$ cat src/rtl/pipeline_ctrl_pkg.sv
// -----------------------------------------------------------------------------
// pipeline_ctrl_pkg
// Shared definitions for the pipeline control blocks.
//   ctrl_state_e : control FSM states (RUN, LOAD_STALL, CTRL_WAIT, REDIRECT)
//   RESET_PC     : value the redirect target takes out of reset
// -----------------------------------------------------------------------------
package pipeline_ctrl_pkg;

   typedef enum logic [1:0] {
      ST_RUN        = 2'd0,
      ST_LOAD_STALL = 2'd1,
      ST_CTRL_WAIT  = 2'd2,
      ST_REDIRECT   = 2'd3
   } ctrl_state_e;

   localparam int unsigned RESET_PC = 0;

endpackage : pipeline_ctrl_pkg

$ cat src/rtl/sat_counter.sv
// -----------------------------------------------------------------------------
// sat_counter
// Up-counter that sticks at its all-ones value instead of wrapping.
//   clk   in  clock
//   rst_n in  asynchronous active-low reset, clears count
//   inc   in  add one this cycle (ignored once saturated)
//   clear in  synchronous clear, wins over inc
//   count out current value
// -----------------------------------------------------------------------------
module sat_counter #(
   parameter int WIDTH = 16
) (
   input  logic             clk,
   input  logic             rst_n,
   input  logic             inc,
   input  logic             clear,
   output logic [WIDTH-1:0] count
);

   // NOTE: sequential state uses non-blocking (<=) so every flop samples
   // the pre-edge value of every other flop, independent of block order.
   always_ff @(posedge clk or negedge rst_n) begin
      if (!rst_n) begin
         count <= '0;
      end else if (clear) begin
         count <= '0;
      end else if (inc && (count != '1)) begin
         count <= count + 1'b1;
      end
   end

endmodule : sat_counter

$ cat src/rtl/pipeline_stall_controller.sv
// -----------------------------------------------------------------------------
// pipeline_stall_controller
// Turns decode-stage hazard requests into IF/ID/EX pipeline control. Load-use
// hazards insert LOAD_BUBBLES bubbles; branch/jal/jalr hold fetch until EX
// resolves them, then either redirect the PC or resume fall-through fetch.
// A watchdog abandons a wait after MAX_WAIT cycles and flags ctrl_timeout.
//
// Ports
//   clk, rst_n       clock, asynchronous active-low reset
//   load_use_hazard  ID instruction depends on an in-flight load
//   ctrl_flow        ID instruction is a branch, jal or jalr
//   resolve_valid    EX resolved the outstanding control instruction (pulse)
//   resolve_taken    transfer taken (qualified by resolve_valid)
//   resolve_target   redirect PC (qualified by resolve_valid & resolve_taken)
//   pc_write         PC load enable
//   ifid_write       IF/ID load enable
//   ifid_flush       IF/ID loads a NOP
//   idex_bubble      ID/EX loads a NOP
//   pc_sel           PC mux selects pc_target
//   pc_target        registered redirect target
//   busy             controller not in RUN
//   ctrl_timeout     sticky: a control wait expired without a resolve
//   stall_cycles     saturating count of cycles with pc_write low
// -----------------------------------------------------------------------------
module pipeline_stall_controller
   import pipeline_ctrl_pkg::*;
#(
   parameter int ADDR_W       = 32,
   parameter int CNT_W        = 16,
   parameter int LOAD_BUBBLES = 1,
   parameter int MAX_WAIT     = 8
) (
   input  logic              clk,
   input  logic              rst_n,
   input  logic              load_use_hazard,
   input  logic              ctrl_flow,
   input  logic              resolve_valid,
   input  logic              resolve_taken,
   input  logic [ADDR_W-1:0] resolve_target,
   output logic              pc_write,
   output logic              ifid_write,
   output logic              ifid_flush,
   output logic              idex_bubble,
   output logic              pc_sel,
   output logic [ADDR_W-1:0] pc_target,
   output logic              busy,
   output logic              ctrl_timeout,
   output logic [CNT_W-1:0]  stall_cycles
);

   localparam int BUB_W  = 3;   // holds up to LOAD_BUBBLES-1 = 6
   localparam int WAIT_W = 8;   // holds up to MAX_WAIT-1 = 254

   ctrl_state_e       state;
   logic [BUB_W-1:0]  bub_cnt;
   logic [WAIT_W-1:0] wait_cnt;

   // Control outputs react in the same cycle a request appears, so they are
   // decoded from the state and the live RUN-state inputs. Holding rst_n in
   // the decode keeps every enable low while reset is asserted.
   // NOTE: every output gets a default before the case so no path leaves a
   // signal unassigned, which would otherwise infer a latch.
   always_comb begin
      pc_write    = 1'b0;
      ifid_write  = 1'b0;
      ifid_flush  = 1'b0;
      idex_bubble = 1'b0;
      pc_sel      = 1'b0;
      busy        = 1'b0;
      if (rst_n) begin
         busy = (state != ST_RUN);
         unique case (state)
            ST_RUN: begin
               if (load_use_hazard) begin
                  idex_bubble = 1'b1;
               end else if (ctrl_flow) begin
                  // The control instruction moves on to EX; whatever fetch
                  // delivers behind it is squashed until it resolves.
                  ifid_flush = 1'b1;
                  ifid_write = 1'b1;
               end else begin
                  pc_write   = 1'b1;
                  ifid_write = 1'b1;
               end
            end
            ST_LOAD_STALL: begin
               idex_bubble = 1'b1;
            end
            ST_CTRL_WAIT: begin
               ifid_flush = 1'b1;
               ifid_write = 1'b1;
            end
            ST_REDIRECT: begin
               pc_sel     = 1'b1;
               pc_write   = 1'b1;
               ifid_flush = 1'b1;
            end
            default: ;
         endcase
      end
   end

   always_ff @(posedge clk or negedge rst_n) begin
      if (!rst_n) begin
         state        <= ST_RUN;
         bub_cnt      <= '0;
         wait_cnt     <= '0;
         pc_target    <= ADDR_W'(RESET_PC);
         ctrl_timeout <= 1'b0;
      end else begin
         unique case (state)
            ST_RUN: begin
               // Load hazard takes priority; a held ctrl_flow is picked up on
               // the first RUN cycle after the bubbles drain.
               if (load_use_hazard) begin
                  if (LOAD_BUBBLES > 1) begin
                     state   <= ST_LOAD_STALL;
                     bub_cnt <= BUB_W'(LOAD_BUBBLES - 1);
                  end
               end else if (ctrl_flow) begin
                  state    <= ST_CTRL_WAIT;
                  wait_cnt <= '0;
               end
            end
            ST_LOAD_STALL: begin
               if (bub_cnt == BUB_W'(1)) begin
                  state <= ST_RUN;
               end else begin
                  bub_cnt <= bub_cnt - 1'b1;
               end
            end
            ST_CTRL_WAIT: begin
               // A resolve arriving on the last allowed wait cycle still wins
               // over the watchdog.
               if (resolve_valid) begin
                  if (resolve_taken) begin
                     pc_target <= resolve_target;
                     state     <= ST_REDIRECT;
                  end else begin
                     state <= ST_RUN;
                  end
               end else if (wait_cnt == WAIT_W'(MAX_WAIT - 1)) begin
                  ctrl_timeout <= 1'b1;
                  state        <= ST_RUN;
               end else begin
                  wait_cnt <= wait_cnt + 1'b1;
               end
            end
            ST_REDIRECT: begin
               state <= ST_RUN;
            end
            default: begin
               state <= ST_RUN;
            end
         endcase
      end
   end

   sat_counter #(
      .WIDTH (CNT_W)
   ) u_stall_cnt (
      .clk   (clk),
      .rst_n (rst_n),
      .inc   (~pc_write),
      .clear (1'b0),
      .count (stall_cycles)
   );

endmodule : pipeline_stall_controller

$ cat config.mk
export PLATFORM = sky130hd
export DESIGN_NAME = pipeline_stall_controller
export DESIGN_NICKNAME = d
export VERILOG_FILES = /design/src/rtl/pipeline_ctrl_pkg.sv /design/src/rtl/sat_counter.sv /design/src/rtl/pipeline_stall_controller.sv
export SDC_FILE = /design/constraint.sdc
export NUM_CORES = 1
export LEC_CHECK = 0
export CAP_MARGIN = 10
export CORE_MARGIN = 3
export CORE_UTILIZATION = 35
export CTS_BUF_LIST = sky130_fd_sc_hd__clkbuf_8
export CTS_CLUSTER_DIAMETER = 100
export CTS_CLUSTER_SIZE = 24
export DETAILED_ROUTE_END_ITERATION = 7
export GPL_TIMING_DRIVEN = 0
export PLACE_DENSITY_LB_ADDON = 0.3
export SETUP_SLACK_MARGIN = 0.05
export SYNTH_ARGS = -nofsm -noshare
export SYNTH_HDL_FRONTEND = slang
export SYNTH_SLANG_ARGS = --single-unit
$ cat constraint.sdc
create_clock -name clk -period 2.9 [get_ports clk]
set_input_delay 0.29 -clock clk [delete_from_list [all_inputs] [get_ports clk]]
set_output_delay 0.29 -clock clk [all_outputs]
set_load 0.05 [all_outputs]
==> flow_summary.toml <==
[status]
status = "complete, no violations"

[route]
ant_nets = 0
wl_mm = 6.06
vias = 2110
drtIter0Drc = 45
via_per_inst = 4.81
post-route-drc-count = 0
dr.pass1.iters = 3
routedWlPerCell_um = 13.8

[timing]
fmax_mhz = 381
grt_setup_unrepaired = "false"
clock_skew_ns = 0.00943
finalSetupViolations = 0
post-route-min-period_ns = 2.63
hold_violations = 0
max_slew.worst_pin.slew_ns = 0.818
maxSlewHeadroom_pct = 45.5
fin_crit_sh_pct = 90.6
drv_slew = 0

[synth]
synthFlopType = "dfrtp_1"
yosys.area.top_type = "dfrtp_1"
synth_seq_cells = 62
synth-edff-count = 0
ys_async_sr_fraction_pct = 100
syn_nets = 278
syn_area_mm2 = 0.00280
synth_top_area_share_pct = 55.4
synthTopCellsByArea = "dfrtp_1 (55%), mux2_2 (14%), ha_1 (3.6%), nand2_1 (2.8%), xnor2_1 (2.8%)"
ys_seq_area_share_pct = 55.4
syn_avg_cell_area_um2 = 12.1
yosysMostFrequentCell = "dfrtp_1"
synthTopCellsByCount = "dfrtp_1 (62), mux2_2 (35), nand2_1 (21), nor2_1 (10)"
syn_inst = 232
yosysWarningCount = 0
synth_cell_types = 37

[cts]
clk_latency_ns = 0.34
postCtsSetupBuffers = 0
cts_tree = "built"
cts.path.max_buffers = 2
cts_root_buf = "clkbuf_8"
clock-sinks = 62
path_clk_slew_ns = 0.07
cts_buffers = 9
htreeDepth = 3

[worst_setup_path]
crit_required_ns = 2.61
crit_path_start_kind = "register"
reg2reg_from = "state[0]$_DFFE_PN0P_"
path_max_fanout = 10
critPathLaunch = "state[0]$_DFFE_PN0P_"
cp.arrival_ns = 2.34
worstSetupEndpointType = "primary output"
path_class = "register to primary output"

[floorplan]
core_mm2 = 0.00749
die_x_um = 95.4
row_count = 31
die_y_um = 95.4
start_util_pct = 37.4
io_pins = 93
fp.dieArea_mm2 = 0.00911

[grt]
track_usage_pct = 13.7
grt_max_degree = 69
grt_pass1_vias = 2118
grt_overflow = 0
grt_pass1_wl_mm = 9.82
antenna_found_initial = 0

[power]
p_leak_nw = 1.74
ir_drop_mv = 0.674
power_density_mw_per_mm2 = 1200

[placed_design]
io_buffers = 92
place_congestion = 0.752
dp_cells = 423
place_hpwl_mm = 4.33

[final_layout]
post-route-util_pct = 53.7
area_delta_synth_final_pct = 43.4
drive_gt1_share_pct = 16.8
finalNonFillerCells = 439
fill_cells = 656
diodes = 0
nNetsFinal = 381

[run]
cap_viol_max_count = 0

[worst_hold_path]
hold_path_class = "primary input to asynchronous set/reset pin"
[kinds of logic after synthesis]
group	share of synthesized area, %
AND/OR/NAND/NOR	14.2
flip-flops	55.4
multiplexers	14.1
AO/OA/AOI/OAI	5.99
XOR/XNOR	5.00
buffers and inverters	1.74
adder cells (fa/ha/maj)	3.57
[routing by layer]
layer  wire length (um)  vias to the layer above  global-route usage, %
li1                   -                     1013                      -
met1               2720                     1035                   17.4
met2               2930                       57                   22.3
met3                360                        5                   4.18
met4                 53                        0                   4.62
met5                  0                        -                      0
[power breakdown]
part	internal, mW	leakage [nW]	switching (mW)
sequential	1.21	0.768	0.242
combinational	0.998	0.887	1.71
clock	0.312	0.0898	0.356
[what timing repair did]
| action | CTS | global route |
|---|---|---|
| hold buffers | 0 | 0 |
| setup endpoints to repair | 1 | 1 |
| resized for setup | 1 | 1 |
| endpoints found under the hold margin | 0 | 0 |
[metrics by stage]
step	worst slack (ns)	instance area [um^2]	TNS, ns	total power, mW	hold slack, ns
after global placement	-1.90	3840	-78.21	4.16	0.441
after detailed placement	0.184	3840	0	4.21	0.451
final	0.274	4020	0	4.83	0.0531
after floorplan	0.484	2800	0	3.29	-0.00559
after CTS	0.0735	4010	0	4.89	0.0884
after global routing	0.126	4020	0	5.12	0.121
[sequential cells by signal, summed over array words and instances, names as in the netlist]
signal,cells
bub_cnt,3
state,2
ctrl_timeout,1
wait_cnt,8
u_stall_cnt.count,16
pc_target,32
[layout make-up]
type | count | area (um^2) | share of cell area, %
buffer | 4 | 15.0 | 0.374
clock buffer | 9 | 124 | 3.08
clock inverter | 7 | 48.8 | 1.21
inverter | 9 | 33.8 | 0.841
multi-input combinational | 157 | 1200 | 29.9
sequential | 62 | 1550 | 38.6
tap | 99 | 124 | 3.08
timing repair buffer | 92 | 920 | 22.9
[layout by cell type, fill, tap and decap left out, types with 2 or more instances in the layout]
cell type and count:
o21ai_0 9, a21o_1 2, mux2_2 35, clkbuf_8 9, and2_1 2, clkdlybuf4s50_1 89
nor3_1 5, nand4_1 4, xnor2_1 9, nor3b_1 3, nand2_1 21, inv_6 2
inv_1 9, clkbuf_1 4, ha_1 8, a21oi_1 3, nand2b_1 2, clkinv_2 3
dfrtp_1 62, nor2b_1 6, and4_1 3, and3_1 3, nand3_1 9, nor2_1 10
xor2_1 7
[final timing paths]
check	to	slack, ns	cells after the start
min reg2reg	ctrl_timeout$_DFFE_PN0P_	0.46	1
max	ifid_write	0.27	5
min	wait_cnt[5]$_DFFE_PN0P_	0.05	1
max in group asynchronous	u_stall_cnt.count[10]$_DFFE_PN0P_	2.32	1
min in group clk	ctrl_timeout$_DFFE_PN0P_	0.46	1
max reg2reg	u_stall_cnt.count[6]$_DFFE_PN0P_	0.50	8
[worst max-delay path, stage by stage, from the launching register on]
cell and delay, ns:
dfrtp_1 0.42, inv_1 0.10, ha_1 0.15, clkbuf_1 0.35, o21a_1 0.19, clkdlybuf4s50_1 0.79
No activity file was read; power rests on OpenSTA's default activity.
==> variant, RTL diff (same flow settings) <==
The parameter `ADDR_W` goes from 32 to 16.
--- a/src/rtl/pipeline_stall_controller.sv
+++ b/src/rtl/pipeline_stall_controller.sv
@@ -26,5 +26,5 @@
    import pipeline_ctrl_pkg::*;
 #(
-   parameter int ADDR_W       = 32,
+   parameter int ADDR_W       = 16,
    parameter int CNT_W        = 16,
    parameter int LOAD_BUBBLES = 1,
Interface: changed (resized pc_target and resolve_target); port bits go from 93 to 61. No check against the original RTL was run, so the function may have changed too.
==> variant against the original RTL <==
- utilization is 4.4 points lower
- power is 29% lower
- maximum frequency is 0.28% lower
- final area is 22% lower
- area after synthesis is 17% lower
- global-route usage is 0.59 points higher
- routed wire length is 21% lower
- sequential cell count is 16 lower
- worst setup slack worse by 0.0073 ns
==> variant: results (changes against the original RTL) <==
avgSynthCellArea_um2: 11.53  # was 12.07 um^2
place_ws_ns: 0.04309  # was 0.1839 ns
clock_latency_ns: 0.29  # was 0.34 ns
first_iter_violations: 89  # was 45
peakVddDrop_v: 0.0006112  # was 0.0006743 V
ys_seq_area_share_pct: 49.44  # was 55.41%
cts_made_buffers: 5  # was 9
rr_endpoint: "pc_target[10]$_DFFE_PN0P_"  # was u_stall_cnt.count[6]$_DFFE_PN0P_
io_buffers: 60  # was 92
synth.distinct_cells: 41  # was 37
reg_top3: "pc_target (16), u_stall_cnt.count (16), wait_cnt (8)"  # was pc_target (32), u_stall_cnt.count (16), wait_cnt (8)
synth_edf_count: 0  # unchanged
rrSetupSlack_ns: 0.65  # was 0.50 ns
synth_common_cells: "dfrtp_1 (46), mux2_2 (19), inv_1 (15), xnor2_1 (15), nand2_1 (12)"  # was dfrtp_1 (62), mux2_2 (35), nand2_1 (21)
vias: 1751  # was 2110
final_nets: 302  # was 381
place_hpwl_um: 3500  # was 4330 um
gpl.final_weighted_congestion: 0.8099  # was 0.7524
synth.area.top_cells: "dfrtp_1 (49%), mux2_2 (9.2%), xnor2_1 (5.6%)"  # was dfrtp_1 (55%), mux2_2 (14%), ha_1 (3.6%)
dr.pass1.iters: 4  # was 3
clkTransAtPathRegs_ns: 0.08
stdcell_count: 349  # was 439
syn_nets: 232  # was 278
grt_use_met1_pct: 19.32  # was 17.43%
track_usage_pct: 14.34  # was 13.74%
cp_top_family: "buffers and inverters"  # unchanged
place_area_mm2: 0.003040  # was 0.003842 mm^2
grt_pass1_wl_um: 8811  # was 9818 um
hold_start: "bub_cnt[2]$_DFFE_PN0P_"
whs_ns: 0.4714  # was 0.05310 ns
drive_above_1_share_pct: 13.60  # was 16.76%
critPathMaxStageDelay_ns: 0.52  # was 0.79 ns
leakage_nw: 1.326  # was 1.744 nW
cts_hold_buf: 2  # was 0
hold_path.class: "flop to flop"  # was input pin to async pin
post_cts_resized: 2  # was 1
fin_worst_skew_ns: 0.006038  # was 0.009432 ns
outcome: "finished clean"  # unchanged
dp.cells: 340  # was 423
grt_pass1_vias: 1878  # was 2118
globalRouteMet2Util_pct: 22.33  # about the same
htreeDepth: 2  # was 3
synth_ff_type: "dfrtp_1"  # unchanged
drt-wirelength-per-cell_um: 13.76  # was 13.80 um
use_met3_pct: 3.857  # was 4.183%
reg2reg_depth: 6  # was 8
r2r_start: "state[0]$_DFFE_PN0P_"  # unchanged
slew_headroom_pct: 37.77  # was 45.49%
grt_max_degree: 32  # was 69
crit_slowest_cell: "dlygate4sd2_1"  # was clkdlybuf4s50_1
[variant: changes by cell type in the layout (fill, tap and decap cells not counted), moves of 5 or more]
cell / before / now
clkdlybuf4s50_1: 89 / 57
dfrtp_1: 62 / 46
mux2_2: 35 / 19
nand2_1: 21 / 12
nor2_1: 10 / 3
inv_1: 9 / 15
o21ai_0: 9 / 3
xnor2_1: 9 / 15
nand4_1: 4 / 9
xor2_1: 7 / 2
[variant: where the power goes]
part           switching (mW)  total (mW)  internal (mW)
Clock                   0.206       0.368          0.162
Sequential              0.194        1.08          0.891
Combinational            1.21        1.98          0.771
[variant: how the worst max path moves through the flow]
stage | start | endpoint | slack (ns) | cells after the start
floorplan | state[0]$_DFFE_PN0P_ | ifid_flush | 0.48 | 5
global placement | rst_n | pc_write | -1.55 | 6
detailed placement | rst_n | pc_write | 0.04 | 7
CTS | state[0]$_DFFE_PN0P_ | ifid_flush | 0.11 | 6
global route | state[0]$_DFFE_PN0P_ | pc_write | 0.08 | 7
finish | state[0]$_DFFE_PN0P_ | pc_write | 0.27 | 7
[variant: logic make-up after synthesis]
logic type	after synthesis	synth area share, %
DFF	46	49.44
adders and majority gates	8	4.299
xor gates and xnor gates	17	6.395
buffers and inverters	19	3.063
AOI/OAI and AO/OA	28	9.833
and+or+nand+nor	63	16.93
muxes	21	10.05
[variant: cell type report]
class	count	area, um^2
Buffer	4	16.27
Clock buffer	5	68.82
Clock inverter	2	10.01
Fill cell	575	3241
Inverter	15	56.30
Multi-Input combinational cell	137	1110
Sequential cell	46	1151
Tap cell	77	96.34
Timing Repair Buffer	63	636.9
[variant: routing by layer]
layer / vias up / wire [um]
li1: 865 / -
met1: 840 / 2284
met2: 39 / 2196
met3: 7 / 244
met4: 0 / 75
met5: - / 0
